## config.mk

```make
export PLATFORM = sky130hd
export DESIGN_NAME = hamming_rx_corrector_flat
export DESIGN_NICKNAME = d
export VERILOG_FILES = /design/src/rtl/hamming_pkg.sv /design/src/rtl/hamming_rx_corrector_if.sv /design/src/rtl/hamming_syndrome_bit.sv /design/src/rtl/hamming_rx_corrector.sv /design/src/flat_wrapper.sv
export SDC_FILE = /design/constraint.sdc
export NUM_CORES = 1
export LEC_CHECK = 0
export ABC_AREA = 1
export CORE_MARGIN = 5
export CORE_UTILIZATION = 38
export DETAILED_ROUTE_END_ITERATION = 8
export GPL_TIMING_DRIVEN = 0
export PLACE_DENSITY_LB_ADDON = 0.3
export SLEW_MARGIN = 20
export SYNTH_ARGS = -nofsm -noshare
export SYNTH_HDL_FRONTEND = slang
export SYNTH_HIERARCHICAL = 1
export SYNTH_SLANG_ARGS = --single-unit
```

## constraint.sdc

```tcl
create_clock -name clk -period 2.75 [get_ports clk]
set_input_delay 0.55 -clock clk [delete_from_list [all_inputs] [get_ports clk]]
set_output_delay 0.55 -clock clk [all_outputs]
set_load 0.01 [all_outputs]
```

## src/rtl/hamming_pkg.sv

```systemverilog
// rtl/hamming_pkg.sv - Hamming(12,8) receive constants, timing states and position helpers
package hamming_pkg;

    localparam int DATA_W = 8;
    localparam int PAR_W  = 4;
    localparam int CW_W   = DATA_W + PAR_W;

    typedef enum logic [2:0] {
        T0 = 3'd0,
        T1 = 3'd1,
        T2 = 3'd2,
        T3 = 3'd3,
        T4 = 3'd4,
        T5 = 3'd5
    } t_state_e;

    // Code positions (1-based) carrying data, LSB of the data byte first
    localparam int DATA_POS [DATA_W] = '{3, 5, 6, 7, 9, 10, 11, 12};

    function automatic logic is_parity_pos(input int p);
        return (p > 0) && ((p & (p - 1)) == 0);
    endfunction

endpackage

```

## src/rtl/hamming_rx_corrector_if.sv

```systemverilog
// rtl/hamming_rx_corrector_if.sv - codeword input and corrected-data output handshake bundle
interface hamming_rx_corrector_if #(
    parameter int DATA_W = 8,
    parameter int PAR_W  = 4,
    parameter int CW_W   = 12
);
    logic              in_valid;
    logic              in_ready;
    logic [CW_W-1:0]   in_cw;
    logic              out_valid;
    logic              out_ready;
    logic [DATA_W-1:0] out_data;
    logic [PAR_W-1:0]  out_syndrome;
    logic              err_corrected;
    logic              err_uncorr;

    modport slave (
        input  in_valid, in_cw, out_ready,
        output in_ready, out_valid, out_data, out_syndrome, err_corrected, err_uncorr
    );

    modport master (
        output in_valid, in_cw, out_ready,
        input  in_ready, out_valid, out_data, out_syndrome, err_corrected, err_uncorr
    );
endinterface

```

## src/rtl/hamming_syndrome_bit.sv

```systemverilog
// rtl/hamming_syndrome_bit.sv - one syndrome bit: parity of all code positions with bit i_idx set
module hamming_syndrome_bit #(
    parameter int CW_W  = 12,
    parameter int PAR_W = 4
) (
    input  logic [CW_W-1:0]  i_cw,
    input  logic [PAR_W-1:0] i_idx,
    output logic             o_bit
);
    always_comb begin
        o_bit = 1'b0;
        for (int p = 1; p <= CW_W; p++) begin
            if (((p >> i_idx) & 1) != 0) begin
                o_bit = o_bit ^ i_cw[p-1];
            end
        end
    end
endmodule

```

## src/rtl/hamming_rx_corrector.sv

```systemverilog
// rtl/hamming_rx_corrector.sv - Hamming(12,8) decoder sequenced by timing states T0..T5
module hamming_rx_corrector
    import hamming_pkg::*;
(
    input  logic                  clk,
    input  logic                  rst,
    hamming_rx_corrector_if.slave bus,
    output logic [7:0]            t_state
);
    localparam logic [PAR_W-1:0] LAST_POS = PAR_W'(CW_W);

    t_state_e          r_state;
    logic [CW_W-1:0]   r_cw;
    logic [PAR_W-2:0]  r_syn;
    logic [PAR_W-1:0]  r_out_syn;
    logic [DATA_W-1:0] r_out_data;
    logic              r_err_corr;
    logic              r_err_uncorr;

    logic [PAR_W-1:0]  w_idx;
    logic              w_syn_bit;
    logic [PAR_W-1:0]  w_syn_full;
    logic [CW_W-1:0]   w_flip;
    logic [CW_W-1:0]   w_cw_corr;
    logic [DATA_W-1:0] w_data;

    always_comb begin
        case (r_state)
            T2:      w_idx = PAR_W'(1);
            T3:      w_idx = PAR_W'(2);
            T4:      w_idx = PAR_W'(3);
            default: w_idx = '0;
        endcase
    end

    hamming_syndrome_bit #(
        .CW_W  (CW_W),
        .PAR_W (PAR_W)
    ) u_syn_bit (
        .i_cw  (r_cw),
        .i_idx (w_idx),
        .o_bit (w_syn_bit)
    );

    // Top syndrome bit is still on the wire in T4, so correction uses it directly
    assign w_syn_full = {w_syn_bit, r_syn};

    always_comb begin
        w_flip = '0;
        for (int p = 1; p <= CW_W; p++) begin
            if (w_syn_full == PAR_W'(p)) begin
                w_flip[p-1] = 1'b1;
            end
        end
    end

    assign w_cw_corr = r_cw ^ w_flip;

    always_comb begin
        w_data = '0;
        for (int i = 0; i < DATA_W; i++) begin
            w_data[i] = w_cw_corr[DATA_POS[i]-1];
        end
    end

    always_ff @(posedge clk) begin
        if (rst) begin
            r_state      <= T0;
            r_cw         <= '0;
            r_syn        <= '0;
            r_out_syn    <= '0;
            r_out_data   <= '0;
            r_err_corr   <= 1'b0;
            r_err_uncorr <= 1'b0;
        end else begin
            case (r_state)
                T0: begin
                    if (bus.in_valid) begin
                        r_cw    <= bus.in_cw;
                        r_syn   <= '0;
                        r_state <= T1;
                    end
                end
                T1: begin
                    r_syn[0] <= w_syn_bit;
                    r_state  <= T2;
                end
                T2: begin
                    r_syn[1] <= w_syn_bit;
                    r_state  <= T3;
                end
                T3: begin
                    r_syn[2] <= w_syn_bit;
                    r_state  <= T4;
                end
                T4: begin
                    r_out_data   <= w_data;
                    r_out_syn    <= w_syn_full;
                    r_err_corr   <= (w_syn_full != '0) && (w_syn_full <= LAST_POS);
                    r_err_uncorr <= (w_syn_full > LAST_POS);
                    r_state      <= T5;
                end
                T5: begin
                    if (bus.out_ready) begin
                        r_state <= T0;
                    end
                end
                default: r_state <= T0;
            endcase
        end
    end

    assign bus.in_ready      = (r_state == T0);
    assign bus.out_valid     = (r_state == T5);
    assign bus.out_data      = r_out_data;
    assign bus.out_syndrome  = r_out_syn;
    assign bus.err_corrected = r_err_corr;
    assign bus.err_uncorr    = r_err_uncorr;

    always_comb begin
        case (r_state)
            T0:      t_state = 8'h01;
            T1:      t_state = 8'h02;
            T2:      t_state = 8'h04;
            T3:      t_state = 8'h08;
            T4:      t_state = 8'h10;
            T5:      t_state = 8'h20;
            default: t_state = 8'h00;
        endcase
    end
endmodule

```

## src/flat_wrapper.sv

```systemverilog
// flat-port wrapper written by rule: the top's interface ports become plain ports
module hamming_rx_corrector_flat import hamming_pkg::*;
  (clk, rst, t_state, bus_in_valid, bus_in_cw, bus_out_ready, bus_in_ready, bus_out_valid, bus_out_data, bus_out_syndrome, bus_err_corrected, bus_err_uncorr);
  hamming_rx_corrector_if bus_i ();
  input  logic clk;
  input  logic rst;
  output logic [7:0] t_state;
  input wire logic [$bits(bus_i.in_valid)-1:0] bus_in_valid;
  input wire logic [$bits(bus_i.in_cw)-1:0] bus_in_cw;
  input wire logic [$bits(bus_i.out_ready)-1:0] bus_out_ready;
  output wire logic [$bits(bus_i.in_ready)-1:0] bus_in_ready;
  output wire logic [$bits(bus_i.out_valid)-1:0] bus_out_valid;
  output wire logic [$bits(bus_i.out_data)-1:0] bus_out_data;
  output wire logic [$bits(bus_i.out_syndrome)-1:0] bus_out_syndrome;
  output wire logic [$bits(bus_i.err_corrected)-1:0] bus_err_corrected;
  output wire logic [$bits(bus_i.err_uncorr)-1:0] bus_err_uncorr;
  assign bus_i.in_valid = bus_in_valid;
  assign bus_i.in_cw = bus_in_cw;
  assign bus_i.out_ready = bus_out_ready;
  assign bus_in_ready = bus_i.in_ready;
  assign bus_out_valid = bus_i.out_valid;
  assign bus_out_data = bus_i.out_data;
  assign bus_out_syndrome = bus_i.out_syndrome;
  assign bus_err_corrected = bus_i.err_corrected;
  assign bus_err_uncorr = bus_i.err_uncorr;
  hamming_rx_corrector u_core (.clk(clk), .rst(rst), .bus(bus_i), .t_state(t_state));
endmodule
```

==> flow_summary.yaml <==
job:
  maxCapViolations: 0
placement:
  globalplace.congestion: 0.879
  dp.cells: 424
  portBuffers: 37
  place_ws_ps: -14.8
  placed_area_sq_um: 2360
  place_hpwl_microns: 3480
layout:
  layout_common_cells: "nand2_1 (82), nor2_1 (49), inv_1 (46), nand3_1 (39), clkdlybuf4s50_1 (37)"
  diodes: 0
  final_util_pct: 52.9
  synthToLayoutAreaGrowth_pct: 35.1
  drive_above_1_share_pct: 9.04
  layout_commonest_cell: "nand2_1"
  nNetsFinal: 380
  fill_cells: 503
  instances_no_fill: 432
  final_area_sq_um: 2520
clock_tree:
  cts.sinks: 32
  cts-htree-levels: 2
  clk_latency_ps: 280
  root_buffer: "clkbuf_8"
  clk_pin_slew_ps: 70
  clock_path_buffers: 2
  hold_buffers: 0
  cts_buffers: 5
  cts_tree: "done"
route:
  avgRoutedWirePerCell_microns: 10.7
  wirelength_microns: 4640
  route.vias.total: 1968
  first_pass_iters: 4
  drtAntennaViolNets: 0
  first_iter_violations: 116
  drc_errors: 0
  viasPerCell: 4.56
worst_hold_path:
  hp-start: "u_core/r_cw[0]"
  min-delay-path-class: "flip-flop to flip-flop"
global_routing:
  grt_pass1_vias: 1911
  grt_pass1_wl_microns: 8090
  grt_max_degree: 12
  antenna_found_initial: 0
  grt.total_usage_pct: 16.0
  overflow: 0
run_status:
  status: "completed"
floorplanning:
  top_level_ports: 40
  fp.dieH_microns: 80.0
  fp-row-count: 25
  initial_utilization_pct: 39.2
  die-width_microns: 80.0
  core_area_sq_um: 4750
  die_area_sq_um: 6400
pwr:
  total_power_mw: 1.27
  seqPwrFrac_pct: 41.4
  p_switching_mw: 0.381
  p_sw_share_pct: 30.0
  cellLeakagePower_nw: 1.14
  peakVddDrop_mv: 0.338
  p_clk_share_pct: 34.7
  combPwrFrac_pct: 23.9
  intPower_mw: 0.889
  power.density_nw_per_um2: 505
logic_synthesis:
  synth_xor_area_share_pct: 0
  synth_compound_area_share_pct: 8.26
  synth-simple-area-share_pct: 42.8
  synthMuxAreaShare_pct: 0
  synthDistinctLibCells: 19
  avgSynthCellArea_sq_um: 6.03
  yosysWarnings: 6
  syn_inst: 309
  ys_ff_latch: 32
  synthAdderAreaFrac_pct: 0
  synth_area_sq_um: 1860
  synth_top_family_by_area: "simple AND/OR/NAND/NOR gates"
  yosysSeqAreaShare_pct: 34.4
timing:
  setup_viol: 0
  relSlewSlack_pct: 65.6
  finalHoldViolCount: 0
  max_freq_mhz: 416
  fin_crit_ps: 2410
  setup_slack_ps: 345
  fin_crit_sh_pct: 87.5
  hold_slack_ps: 470
  skew_ps: 7.27
  setup-tns-final_ps: 0
  slew_violations: 0
  tightest_slew_ps: 516
critical_path:
  cp.arrival_ps: 2590
  cp_common_cell: "nand2_1"
  slowest_stage: "dfxtp_1"
  cp_slowest_stage_delay_ps: 370
  crit_type: "flip-flop to flip-flop"
  endpoint_kind: "flip-flop"
  worst-path-buf-inv: 4
  critPathRequiredTime_ps: 2930
  cp_top_family: "simple AND/OR/NAND/NOR gates"
  r2r-start: "u_core/r_state[0]"
  worst_setup_path_start_kind: "flip-flop"
  cp_max_fo: 8
  startpoint: "u_core/r_state[0]"
  crit_chain: "nor2_2 -> nand2_4 -> nand2_4 -> nand2_1 -> nor2_1 -> nor2_1 -> nor2_1 -> nand3_1 -> nand2_1 -> inv_1 -> nand3_1 -> nand2_1 -> inv_2 -> inv_1 -> nor2_4 -> nand2_1 -> nand2_1 -> nand3_1 -> nand2_1 -> inv_1"
-- layer usage --
| layer | GRT usage, % | part of all wire, % | vias up |
|---|---|---|---|
| met5 | 0 | 0 | - |
| met4 | 6.08 | 1.6 | 0 |
| met3 | 3.05 | 6.2 | 7 |
| met2 | 27.9 | 46 | 48 |
| met1 | 19.4 | 46 | 862 |
| li1 | - | - | 1051 |
-- final cells by class --
| class | instances | area [sq um] | area share, % |
|---|---|---|---|
| plain buffers | 10 | 78.8 | 3.13 |
| clock buffers | 6 | 72.6 | 2.88 |
| clock inverters | 2 | 35.0 | 1.39 |
| inverters | 50 | 190 | 7.55 |
| multi-input cells | 228 | 1050 | 41.6 |
| flip-flops and latches | 32 | 641 | 25.4 |
| well taps | 67 | 83.8 | 3.33 |
| repair buffers | 37 | 370 | 14.7 |
-- sequential cells by signal, summed over array words and instances, names as in the netlist --
register,cells
u_core/r_state,3
u_core/bus.out_syndrome,4
u_core/bus.err_corrected,1
u_core/r_syn,3
u_core/bus.err_uncorr,1
u_core/r_cw,12
u_core/bus.out_data,8
-- power groups by stage --
stage	clock network [mW]	logic (mW)	registers, mW
floorplan	0	0.192	0.527
global placement	0	0.287	0.532
detailed placement	0	0.291	0.533
CTS	0.454	0.293	0.523
global route	0.483	0.344	0.531
finish	0.441	0.303	0.526
-- worst paths after layout --
kind / slack [ps] / cells after the start / endpoint
worst max-delay path: 340 / 20 / u_core/bus.out_data[5]
worst min register to register: 470 / 2 / u_core/r_cw[0]
worst min-delay path: 470 / 2 / u_core/r_cw[0]
worst max register to register: 340 / 20 / u_core/bus.out_data[5]
-- worst min-delay path, cell delays in order (launching register included) --
cell	delay, ps
dfxtp_1	310
nand2_1	60
a21oi_1	50
-- logic make-up after synthesis --
kind of cell,Yosys count
other,1
AOI/OAI and AO/OA,30
DFF,32
buffers and inverters,60
and+or+nand+nor,186
-- synthesized netlist by cell type --
master / n / area share [%]
clkbuf_1: 3 / 0.60
conb_1: 1 / 0.20
nor2_8: 1 / 1.1
nand2_2: 1 / 0.34
nand2_1: 85 / 17
inv_1: 47 / 9.5
nand4_1: 1 / 0.34
o21ai_2: 1 / 0.47
nor2_4: 1 / 0.60
nand3_2: 2 / 1.1
dfxtp_1: 32 / 34
nand3_1: 41 / 11
nor2_1: 52 / 10
inv_2: 3 / 0.60
buf_6: 4 / 2.4
nand3b_1: 2 / 0.81
buf_4: 3 / 1.2
a21oi_1: 20 / 5.4
o21ai_0: 9 / 2.4
-- timing repair --
item | CTS | global route
pin swaps | 0 | 1
endpoints found under the hold margin | 0 | 0
endpoints found under the setup margin | 3 | 10
buffers inserted | 0 | 0
resized for setup | 2 | 13
Power figures use the tool's default switching activity.
